## config.mk

```make
export PLATFORM = sky130hd
export DESIGN_NAME = window_analysis_readout_ctrl
export DESIGN_NICKNAME = d
export VERILOG_FILES = /design/src/rtl/window_analysis_readout_ctrl.sv
export SDC_FILE = /design/constraint.sdc
export NUM_CORES = 1
export LEC_CHECK = 0
export CORE_MARGIN = 3
export CORE_UTILIZATION = 35
export CTS_CLUSTER_DIAMETER = 50
export CTS_CLUSTER_SIZE = 28
export DETAILED_ROUTE_END_ITERATION = 16
export PLACE_DENSITY = 0.73
export SYNTH_ARGS = -nofsm -noshare
export SYNTH_HDL_FRONTEND = slang
export SYNTH_SLANG_ARGS = --single-unit
```

## constraint.sdc

```tcl
create_clock -name clk -period 4.6 [get_ports clk]
set_clock_uncertainty 0.15 [all_clocks]
set_input_delay 0.92 -clock clk [delete_from_list [all_inputs] [get_ports clk]]
set_output_delay 0.92 -clock clk [all_outputs]
set_load 0.005 [all_outputs]
```

## src/rtl/window_analysis_readout_ctrl.sv

```systemverilog
// Autonomous drain of the window_analysis result FIFO onto a valid/ready port.
// Optional HOLD timeout enabled by defining WA_READOUT_TIMEOUT_EN.
module window_analysis_readout_ctrl #(
   parameter int unsigned READ_DATA_SIZE  = 20,
   parameter int unsigned FIFO_STATE_SIZE = 4,
   parameter int unsigned READ_LATENCY    = 2,
   parameter int unsigned COUNT_SIZE      = 16,
   parameter int unsigned TIMEOUT_CYCLES  = 64
) (
   input  logic                       clk,
   input  logic                       rst_in,
   input  logic                       enable_in,
   input  logic [FIFO_STATE_SIZE-1:0] fifo_state_in,
   input  logic [READ_DATA_SIZE-1:0]  fifo_data_in,
   output logic                       fifo_read_enable_out,
   output logic [READ_DATA_SIZE-1:0]  result_data_out,
   output logic                       result_valid_out,
   input  logic                       result_ready_in,
   input  logic                       clear_overflow_in,
   output logic                       overflow_out,
   output logic [COUNT_SIZE-1:0]      read_count_out,
   output logic                       busy_out,
   output logic                       timeout_out
);

   localparam int unsigned LAT_W = 3;

   if (READ_LATENCY < 1 || READ_LATENCY > 7) begin : g_bad_latency
      $error("READ_LATENCY must be in 1..7");
   end
   if (TIMEOUT_CYCLES < 1) begin : g_bad_timeout
      $error("TIMEOUT_CYCLES must be at least 1");
   end

   typedef enum logic [1:0] {
      S_IDLE,
      S_ISSUE,
      S_WAIT,
      S_HOLD
   } state_e;

   state_e                    state_q, state_d;
   logic [LAT_W-1:0]          lat_q, lat_d;
   logic [READ_DATA_SIZE-1:0] data_q, data_d;
   logic                      valid_q, valid_d;
   logic [COUNT_SIZE-1:0]     count_q, count_d;
   logic                      ovf_q, ovf_d;
   logic                      busy_q, busy_d;
   logic                      strobe_q, strobe_d;
   logic                      fifo_full, fifo_empty;
   logic                      unused_flags;

   assign fifo_full    = fifo_state_in[3];
   assign fifo_empty   = fifo_state_in[2];
   assign unused_flags = ^fifo_state_in[1:0];

`ifdef WA_READOUT_TIMEOUT_EN
   localparam int unsigned HOLD_W = $clog2(TIMEOUT_CYCLES) + 1;
   logic [HOLD_W-1:0] hold_q, hold_d;
   logic              tmo_q, tmo_d;
`endif

   // Next-state and registered-output computation.
   always_comb begin
      state_d  = state_q;
      lat_d    = lat_q;
      data_d   = data_q;
      valid_d  = valid_q;
      count_d  = count_q;
      strobe_d = 1'b0;
      ovf_d    = fifo_full ? 1'b1 : (clear_overflow_in ? 1'b0 : ovf_q);
`ifdef WA_READOUT_TIMEOUT_EN
      hold_d   = hold_q;
      tmo_d    = 1'b0;
`endif
      case (state_q)
         S_IDLE: begin
            if (enable_in && !fifo_empty) begin
               state_d  = S_ISSUE;
               strobe_d = 1'b1;
            end
         end
         S_ISSUE: begin
            state_d = S_WAIT;
            lat_d   = LAT_W'(READ_LATENCY - 1);
         end
         S_WAIT: begin
            if (lat_q == '0) begin
               data_d  = fifo_data_in;
               valid_d = 1'b1;
               state_d = S_HOLD;
`ifdef WA_READOUT_TIMEOUT_EN
               hold_d  = '0;
`endif
            end else begin
               lat_d = lat_q - LAT_W'(1);
            end
         end
         S_HOLD: begin
            // A handshake on the last allowed cycle beats the timeout.
            if (result_ready_in) begin
               valid_d = 1'b0;
               count_d = count_q + COUNT_SIZE'(1);
               state_d = S_IDLE;
            end
`ifdef WA_READOUT_TIMEOUT_EN
            else if (hold_q == HOLD_W'(TIMEOUT_CYCLES - 1)) begin
               valid_d = 1'b0;
               tmo_d   = 1'b1;
               state_d = S_IDLE;
            end else begin
               hold_d = hold_q + HOLD_W'(1);
            end
`endif
         end
         default: state_d = S_IDLE;
      endcase
      busy_d = (state_d != S_IDLE);
   end

   always_ff @(posedge clk) begin
      if (rst_in) begin
         state_q  <= S_IDLE;
         lat_q    <= '0;
         data_q   <= '0;
         valid_q  <= 1'b0;
         count_q  <= '0;
         ovf_q    <= 1'b0;
         busy_q   <= 1'b0;
         strobe_q <= 1'b0;
      end else begin
         state_q  <= state_d;
         lat_q    <= lat_d;
         data_q   <= data_d;
         valid_q  <= valid_d;
         count_q  <= count_d;
         ovf_q    <= ovf_d;
         busy_q   <= busy_d;
         strobe_q <= strobe_d;
      end
   end

`ifdef WA_READOUT_TIMEOUT_EN
   always_ff @(posedge clk) begin
      if (rst_in) begin
         hold_q <= '0;
         tmo_q  <= 1'b0;
      end else begin
         hold_q <= hold_d;
         tmo_q  <= tmo_d;
      end
   end
   assign timeout_out = tmo_q;
`else
   assign timeout_out = 1'b0;
`endif

   assign fifo_read_enable_out = strobe_q;
   assign result_data_out      = data_q;
   assign result_valid_out     = valid_q;
   assign overflow_out         = ovf_q;
   assign read_count_out       = count_q;
   assign busy_out             = busy_q;

endmodule

```

# ---- Yosys cells after proc, flatten, opt, wreduce, memory -nomap -nowiden
# Cells that the tools add are included.
dict set report totals {
  latchBits 0
  n_memories 0
  regBits 45
  in_bits 29
  elab_cells 42
  ram_bits 0
  out_inout_bits 41
  mem_bits_ro 0
}
dict set report op_classes {
  n_mux 12
  order_cmp 0
  n_shift 0
  n_reduce_logical 13
  multipliers 0
  n_bitwise 1
  eq_ne 6
  n_addsub 2
  n_div 0
}
# op n
set op_table {}
lappend op_table {{$add A16 B1 Y16 const B} 1}
lappend op_table {{$pmux W2 S4} 1}
lappend op_table {{$reduce_bool A2 Y1} 4}
lappend op_table {{$mux W2} 3}
lappend op_table {{$ne A2 B2 Y1 const B} 3}
lappend op_table {{$pmux W3 S2} 1}
lappend op_table {{$reduce_and A2 Y1} 3}
lappend op_table {{$mux W1} 5}
lappend op_table {{$eq A2 B2 Y1 const B} 2}
lappend op_table {{$logic_not A3 Y1} 1}
lappend op_table {{$mux W3} 1}
lappend op_table {{$reduce_and A3 Y1} 1}
lappend op_table {{$sub A3 B1 Y3 const B} 1}
lappend op_table {{$eq A2 B1 Y1 const B} 1}
lappend op_table {{$logic_not A2 Y1} 1}
lappend op_table {{$pmux W1 S2} 1}
lappend op_table {{$reduce_or A2 Y1} 1}
lappend op_table {{$logic_and A1 B1 Y1} 1}
lappend op_table {{$logic_not A1 Y1} 1}
lappend op_table {{$not A1 Y1} 1}

# ---- Depth between registers and ports, before layout
# Gate-level depths: netlist of run 1.
dict set report logic_depth {
  ltp_word 5
  depth_mapped 7
  mapped_depth_nobuf 7
}

# ---- Least setup slack after synthesis of run 1
# No wires, ideal clock.
dict set report synth_path {
  kind {input -> register}
  startpoint {in result_ready_in}
  endpoint {reg count_q[13], in the netlist read_count_out[13]}
  stages 4
  arrival_time_ps 2036
  setup_slack_ps 2343
  t_required_ps 4380
  cell_sequence {nand3_1 -> or4_4 -> or3_1 -> a21oi_1}
}
dict set report synth_via {
  elab_chain_cells 1
}
# item line_no
set synth_lines {}
lappend synth_lines {{from (decl)} 18} ;# input logic result_ready_in,
lappend synth_lines {{$reduce_and A2 Y1 (no line)} --}
lappend synth_lines {{to (signal assigned)} 136} ;# count_q <= count_d;
lappend synth_lines {{to (decl)} 46} ;# logic [COUNT_SIZE-1:0] count_q, count_d;
# Every way passes these cells.
# A chain may end at the register's enable or synchronous reset.

# ---- Final worst setup path of run 1
# Same ends and word-level chain as after synthesis.

==> summary.txt, run 1 <==
Pwr
  – Pint: about 650 uW
  – NetSw: ~190 uW
  – Power per Cell Area: approximately 320 nW/um2
  – Switching share of power: 0.230
  – Max VDD drop: roughly 0.00015 V
  – Clock power frac: 0.366
  – Sequential Power Share: 0.499
  – Gate power share: 0.134
  – Leak pwr: 0.000886 uW
  – Total power: about 840 uW

Detailed routing
  – Wire per inst: between 10 and 15 um
  – 1st-pass router iterations: 4
  – DRT iter0 DRCs: 40
  – Final antenna-violating net count: 0
  – DRC violations left: 0
  – Drt via density: approximately 4.8
  – Vias after detailed routing: between 1,500 and 2,000
  – WL final: slightly above 4000 um

Global routing
  – Grt ovf: 0
  – First-pass GRT wire length: 7180 um
  – Initial antenna violation count: 0
  – Total track usage: 0.144
  – Vias in the first global route: 1,592
  – Largest net degree at the start of global routing: 29

STA
  – Unrepaired setup endpoints after global routing: false
  – Max Clk Rate: between 300 and 400 MHz
  – Period utilization: 0.628
  – Rel. slew slack: 0.334
  – Hold Vio Cnt, Final: 0
  – Final setup TNS: 0 ps
  – Fin crit period: ~2900 ps
  – Worst hold margin: slightly above 300 ps
  – Worst Tran Pin Value: 996 ps
  – # setup viols final: 0
  – Final Max Slew Viols: 0

Clock network
  – CTS-repair resized insts: 0
  – Worst-path clk slew: roughly 70 ps
  – TritonCTS Buffers: 5
  – CTS Hold Bufs: 0
  – CTS tree: built
  – Clock Latency Late Sink: 300 ps
  – Clock sink count: 45
  – Maximum clock insertion buffer count: 2
  – # H-tree levels: 2
  – CTS root buffer: clkbuf_8
  – Post-CTS setup buffers: 0

Yosys
  – Yosys top cell by area: dfxtp_1
  – Mean Syn Cell Area: between 8 and 9 um2
  – #FFs+latches synth: 45
  – Top cells by area, synth: dfxtp_1 (50%), nand2_1 (10%), a21oi_1 (8.1%), xnor2_1 (3.9%), nor2_1 (3.8%)
  – Top FF cell, synth: dfxtp_1
  – Post-synth ARST share: 0
  – Post-synth top area share: 0.500
  – Syn. warnings: 0
  – Area of the mapped netlist: 1800 um2
  – Post-synth top cells: nand2_1 (48), dfxtp_1 (45), a21oi_1 (29)
  – Cells after Synth: between 200 and 250
  – Synth cell types: 30
  – Syn nets: 254
  – Top-count cell post-synth: nand2_1
  – Seq/Total Area, Yosys: 0.500
  – Post-synth EDFFs: 0

Critical path
  – Crit Path Class: in -> reg
  – WP data arrival: approximately 2900 ps
  – CP Capture Type: flip-flop
  – CP Max Fanout: 12
  – WP data required: between 4000 and 5000 ps
  – Critical path launch point type: input pin

Outcome
  – Status: finished, final reports clean

Worst hold path
  – Hold WC Path Type: reg -> reg

Cells and area
  – Layout cells sized above 1: 0.0423
  – Fillers: between 400 and 500
  – Layout area overhead: 45.5%
  – Cell area after layout: between 2000 and 3000 um2
  – N_diodes: 0
  – Nets@finish: ~320

Die
  – Starting Density: 0.371
  – I/O Pins: 70
  – Core Box Area: 4850 um2
  – Cell Rows: 25
  – Die ar.: ~6000 um2
  – Die Height: roughly 78 um
  – Die width: approximately 78 um

Job
  – Max_cap viols: 0

Placed design
  – IO Port Bufs: 66
  – DP HPWL: ~2800 um
  – RD Place Congestion: ~0.75
  – Placed Area: roughly 2500 um2
## power by group through the flow
| stage | combinational [uW] | clock, uW | sequential [uW] |
|---|---|---|---|
| after floorplan | 53.4 | 0 | 429 |
| after global placement | 113 | 0 | 430 |
| after detailed placement | 115 | 0 | 430 |
| after CTS | 115 | 323 | 421 |
| after global routing | 126 | 338 | 424 |
| final | 113 | 309 | 421 |
## stage by stage
stage / util / std cells / worst slack (ps)
after floorplan: - / 222 / 2340
after global placement: 0.516 / 343 / 1430
after detailed placement: 0.516 / 343 / 1410
after CTS: 0.540 / 351 / 1720
after global routing: 0.540 / 351 / 1600
final: 0.540 / 351 / 1710
## layout by cell type (no fill, tap or decap), drive strengths merged
| cell type | synthesis | routed |
|---|---|---|
| nand4 | 4 | 4 |
| a21oi | 29 | 29 |
| o21a | 1 | 1 |
| nor4 | 3 | 3 |
| dfxtp | 45 | 45 |
| or4 | 2 | 2 |
| xnor2 | 8 | 8 |
| o21ai | 6 | 6 |
| a221oi | 1 | 1 |
| clkinvlp | 0 | 1 |
| nor3 | 5 | 5 |
| conb | 1 | 1 |
| nand4b | 1 | 1 |
| nor2 | 18 | 18 |
| nand3 | 8 | 8 |
| or3 | 4 | 4 |
| o22ai | 2 | 2 |
| buf | 1 | 1 |
| bufinv | 0 | 1 |
| ha | 3 | 3 |
| inv | 10 | 10 |
| mux2i | 1 | 1 |
| nand2 | 48 | 48 |
| nand2b | 2 | 2 |
| a22oi | 2 | 2 |
| clkdlybuf4s50 | 0 | 66 |
| xor2 | 2 | 2 |
| clkbuf | 12 | 6 |
| and3 | 2 | 2 |
| a31oi | 1 | 1 |
## path summary, 6_finish.rpt
kind,startpoint,to,slack (ps),depth (start not counted)
worst min-delay path,result_data_out[16],result_data_out[16],310,2
worst max-delay path,result_ready_in,read_count_out[13],1710,5
worst max register to register,state_q[1],read_count_out[13],2210,4
worst min register to register,result_data_out[16],result_data_out[16],310,2
## kinds of logic after synthesis
| group | count (synthesis) | share of synthesized area |
|---|---|---|
| multiplexers | 1 | 0.00556 |
| AND/OR/NAND/NOR | 97 | 0.247 |
| other | 1 | 0.00208 |
| AO/OA/AOI/OAI | 42 | 0.125 |
| XOR/XNOR | 10 | 0.0486 |
| adder cells (fa/ha/maj) | 3 | 0.0209 |
| buffers and inverters | 23 | 0.0500 |
| flip-flops | 45 | 0.500 |
## area by class of cell
type / instances / area [um2] / share of cell area
well taps: 67 / 83.8 / 0.0320
flip-flops and latches: 45 / 901 / 0.344
inverters: 10 / 37.5 / 0.0143
clock inverters: 2 / 37.5 / 0.0143
repair buffers: 67 / 668 / 0.255
clock buffers: 6 / 82.6 / 0.0315
multi-input cells: 154 / 810 / 0.309
## layer usage
| metal | part of all wire | up-vias | GRT usage | wire length, um |
|---|---|---|---|---|
| li1 | - | 861 | - | - |
| met1 | 0.48 | 754 | 0.174 | 1980 |
| met2 | 0.43 | 58 | 0.241 | 1760 |
| met3 | 0.079 | 7 | 0.0441 | 325 |
| met4 | 0.014 | 0 | 0.0480 | 56 |
| met5 | 0 | - | 0 | 0 |
## critical path, stage by stage
cell             delay, ps
clkdlybuf4s50_1        510
nand3_1                340
or4_4                  680
or3_1                  350
a21oi_1                130
## sequential cells by signal (all words and copies together), names as in the netlist
| register | cells |
|---|---|
| result_data_out | 20 |
| fifo_read_enable_out | 1 |
| state_q | 2 |
| busy_out | 1 |
| result_valid_out | 1 |
| read_count_out | 16 |
| lat_q | 3 |
| overflow_out | 1 |
No activity file was read; power rests on OpenSTA's default activity.
==> run 2, diff against run 1 <==
- clock period: 4.6 -> 2.9 ns (I/O delays scaled with it)
==> summary.txt, run 2 (synthesis results as in run 1) <==
Outcome
  – Status: finished, final reports clean (unchanged)

STA
  – # setup viols final: 0 (unchanged)
  – Final Max Slew Viols: 0 (unchanged)
  – Final WS setup: 630 ps (was 1710 ps)
  – Worst Tran Pin Value: 757 ps (was 996 ps)
  – Fin crit period: roughly 2300 ps
  – Period utilization: 0.783
  – Unrepaired setup endpoints after global routing: false (unchanged)
  – Rel. slew slack: 0.494 (was 0.334)
  – Hold Vio Cnt, Final: 0 (unchanged)
  – Max Clk Rate: roughly 440 MHz
  – Final setup TNS: 0 ps (unchanged)

Clock network
  – Post-CTS setup buffers: 0 (unchanged)
  – Worst-path clk slew: 80 ps (was 70 ps)
  – TritonCTS Buffers: 5 (unchanged)
  – CTS-repair resized insts: 0 (unchanged)
  – Clock sink count: 45 (unchanged)
  – CTS Hold Bufs: 0 (unchanged)
  – # H-tree levels: 2 (unchanged)
  – CTS root buffer: clkbuf_8 (unchanged)
  – CTS tree: built (unchanged)
  – Maximum clock insertion buffer count: 2 (unchanged)
  – Clock Latency Late Sink: 290 ps (was 300 ps)

Pwr
  – Leak pwr: 0.000901 uW (was 0.000886 uW)
  – Switching share of power: 0.223 (was 0.230)
  – Gate power share: 0.136 (was 0.134)
  – NetSw: 296 uW (was 194 uW)
  – Max VDD drop: 0.000233 V (was 0.000148 V)
  – Power per Cell Area: 503 nW/um2 (was 322 nW/um2)
  – Pint: 1030 uW (was 649 uW)
  – Sequential Power Share: 0.503 (was 0.499)
  – Clock power frac: 0.361 (was 0.366)
  – Total power: 1330 uW (was 843 uW)

Global routing
  – Grt ovf: 0 (unchanged)
  – Initial antenna violation count: 0 (unchanged)
  – Largest net degree at the start of global routing: 22 (was 29)
  – Total track usage: 0.140 (was 0.144)
  – First-pass GRT wire length: 6970 um (was 7180 um)
  – Vias in the first global route: 1,504 (was 1,592)

Critical path
  – Critical path launch point type: input pin (unchanged)
  – Critical-path top delay cell: or4_4 (unchanged)
  – WP data arrival: 2340 ps (was 2940 ps)
  – CP peak stage delay: 610 ps (was 680 ps)
  – CP Cell Sequence: clkdlybuf4s50_1, nand3_1, or4_4, or3_1, a21oi_1 (unchanged)
  – CP Max Fanout: 5 (was 12)
  – Crit Path Class: in -> reg (unchanged)
  – CP Capture Type: flip-flop (unchanged)
  – WP data required: 2970 ps (was 4650 ps)

Detailed routing
  – Wire per inst: 11.5 um (was 11.7 um)
  – Metal3 WL: 324 um (was 325 um)
  – Top Metal Used: met4 (unchanged)
  – Vias after detailed routing: 1,634 (was 1,680)
  – Final antenna-violating net count: 0 (unchanged)
  – WL met2: 1680 um (was 1760 um)
  – DRT iter0 DRCs: 40 (unchanged)
  – 1st-pass router iterations: 4 (unchanged)
  – DRT met1 WL: 2030 um (was 1980 um)
  – Drt via density: 4.62 (was 4.79)
  – DRC violations left: 0 (unchanged)
  – WL final: 4080 um (was 4120 um)

Job
  – Max_cap viols: 0 (unchanged)

Cells and area
  – Layout area overhead: 46.6% (was 45.5%)
  – Max reg flops: 20 (unchanged)
  – Layout cells sized above 1: 0.0488 (was 0.0423)
  – Commonest non-fill, non-tap cell in the layout: clkdlybuf4s50_1 (unchanged)
  – Most frequent cells in the layout: clkdlybuf4s50_1 (66), nand2_1 (48), dfxtp_1 (45) (unchanged)
  – N_diodes: 0 (unchanged)
  – Nets@finish: 318 (was 315)

Die
  – Die ar.: 6040 um2 (unchanged)
  – I/O Pins: 70 (unchanged)
  – Core Box Area: 4850 um2 (unchanged)
  – Starting Density: 0.371 (unchanged)
  – Die Height: 77.7 um (unchanged)
  – Die width: 77.7 um (unchanged)
  – Cell Rows: 25 (unchanged)

Placed design
  – Post-Place Setup Slack: 327 ps (was 1410 ps)
  – DP HPWL: 2890 um (was 2840 um)
  – RD Place Congestion: 0.738 (was 0.750)
  – IO Port Bufs: 66 (unchanged)

Worst hold path
  – Hold WC Path Type: reg -> reg (unchanged)
-- run 2: cell count changes in the layout (fill, tap and decap cells not counted), sizes merged --
cell and delta:
buf +3, clkbuf +1, clkinvlp -1
-- run 2: final timing paths --
kind / startpoint / end / slack [ps] / depth (start not counted)
hold / removal: result_data_out[12] / result_data_out[12] / 300 / 2
setup / recovery: result_ready_in / read_count_out[15] / 630 / 5
hold reg to reg: result_data_out[12] / result_data_out[12] / 300 / 2
setup reg to reg: state_q[1] / read_count_out[15] / 810 / 4
-- run 2: power groups by stage --
stage | sequential (uW) | combinational [uW] | clock, uW
detailed placement | 683 | 183 | 0
finish | 668 | 180 | 480
global route | 674 | 201 | 523
CTS | 669 | 183 | 504
floorplan | 681 | 84.7 | 0
global placement | 683 | 180 | 0
-- run 2: critical path, delay by kind of cell --
kind                   cells  cell delay (ps)
and+or+nand+nor            3             1130
buffers and inverters      1              510
AOI/OAI and AO/OA          1              130
-- run 2: metrics by stage --
stage          hold WS (ps)  std cells  utilization  area [um2]
2_1_floorplan           303        222            -        1800
3_3_place_gp            291        346        0.520        2520
3_5_place_dp            296        346        0.520        2520
4_1_cts                 307        354        0.544        2640
5_1_grt                 324        354        0.544        2640
6_report                303        354        0.544        2640
-- run 2: final cells by class --
cell class	count	area, um2
Clock inverter	1	30.0
Multi-Input combinational cell	154	810
Clock buffer	7	86.3
Timing Repair Buffer	70	691
Inverter	10	37.5
Tap cell	67	83.8
Sequential cell	45	901
Fill cell	470	2210
-- run 2: layer usage --
| layer | vias up | track usage |
|---|---|---|
| met4 | 0 | 0.0427 |
| met3 | 6 | 0.0406 |
| met5 | - | 0 |
| met2 | 58 | 0.219 |
| li1 | 863 | - |
| met1 | 707 | 0.186 |
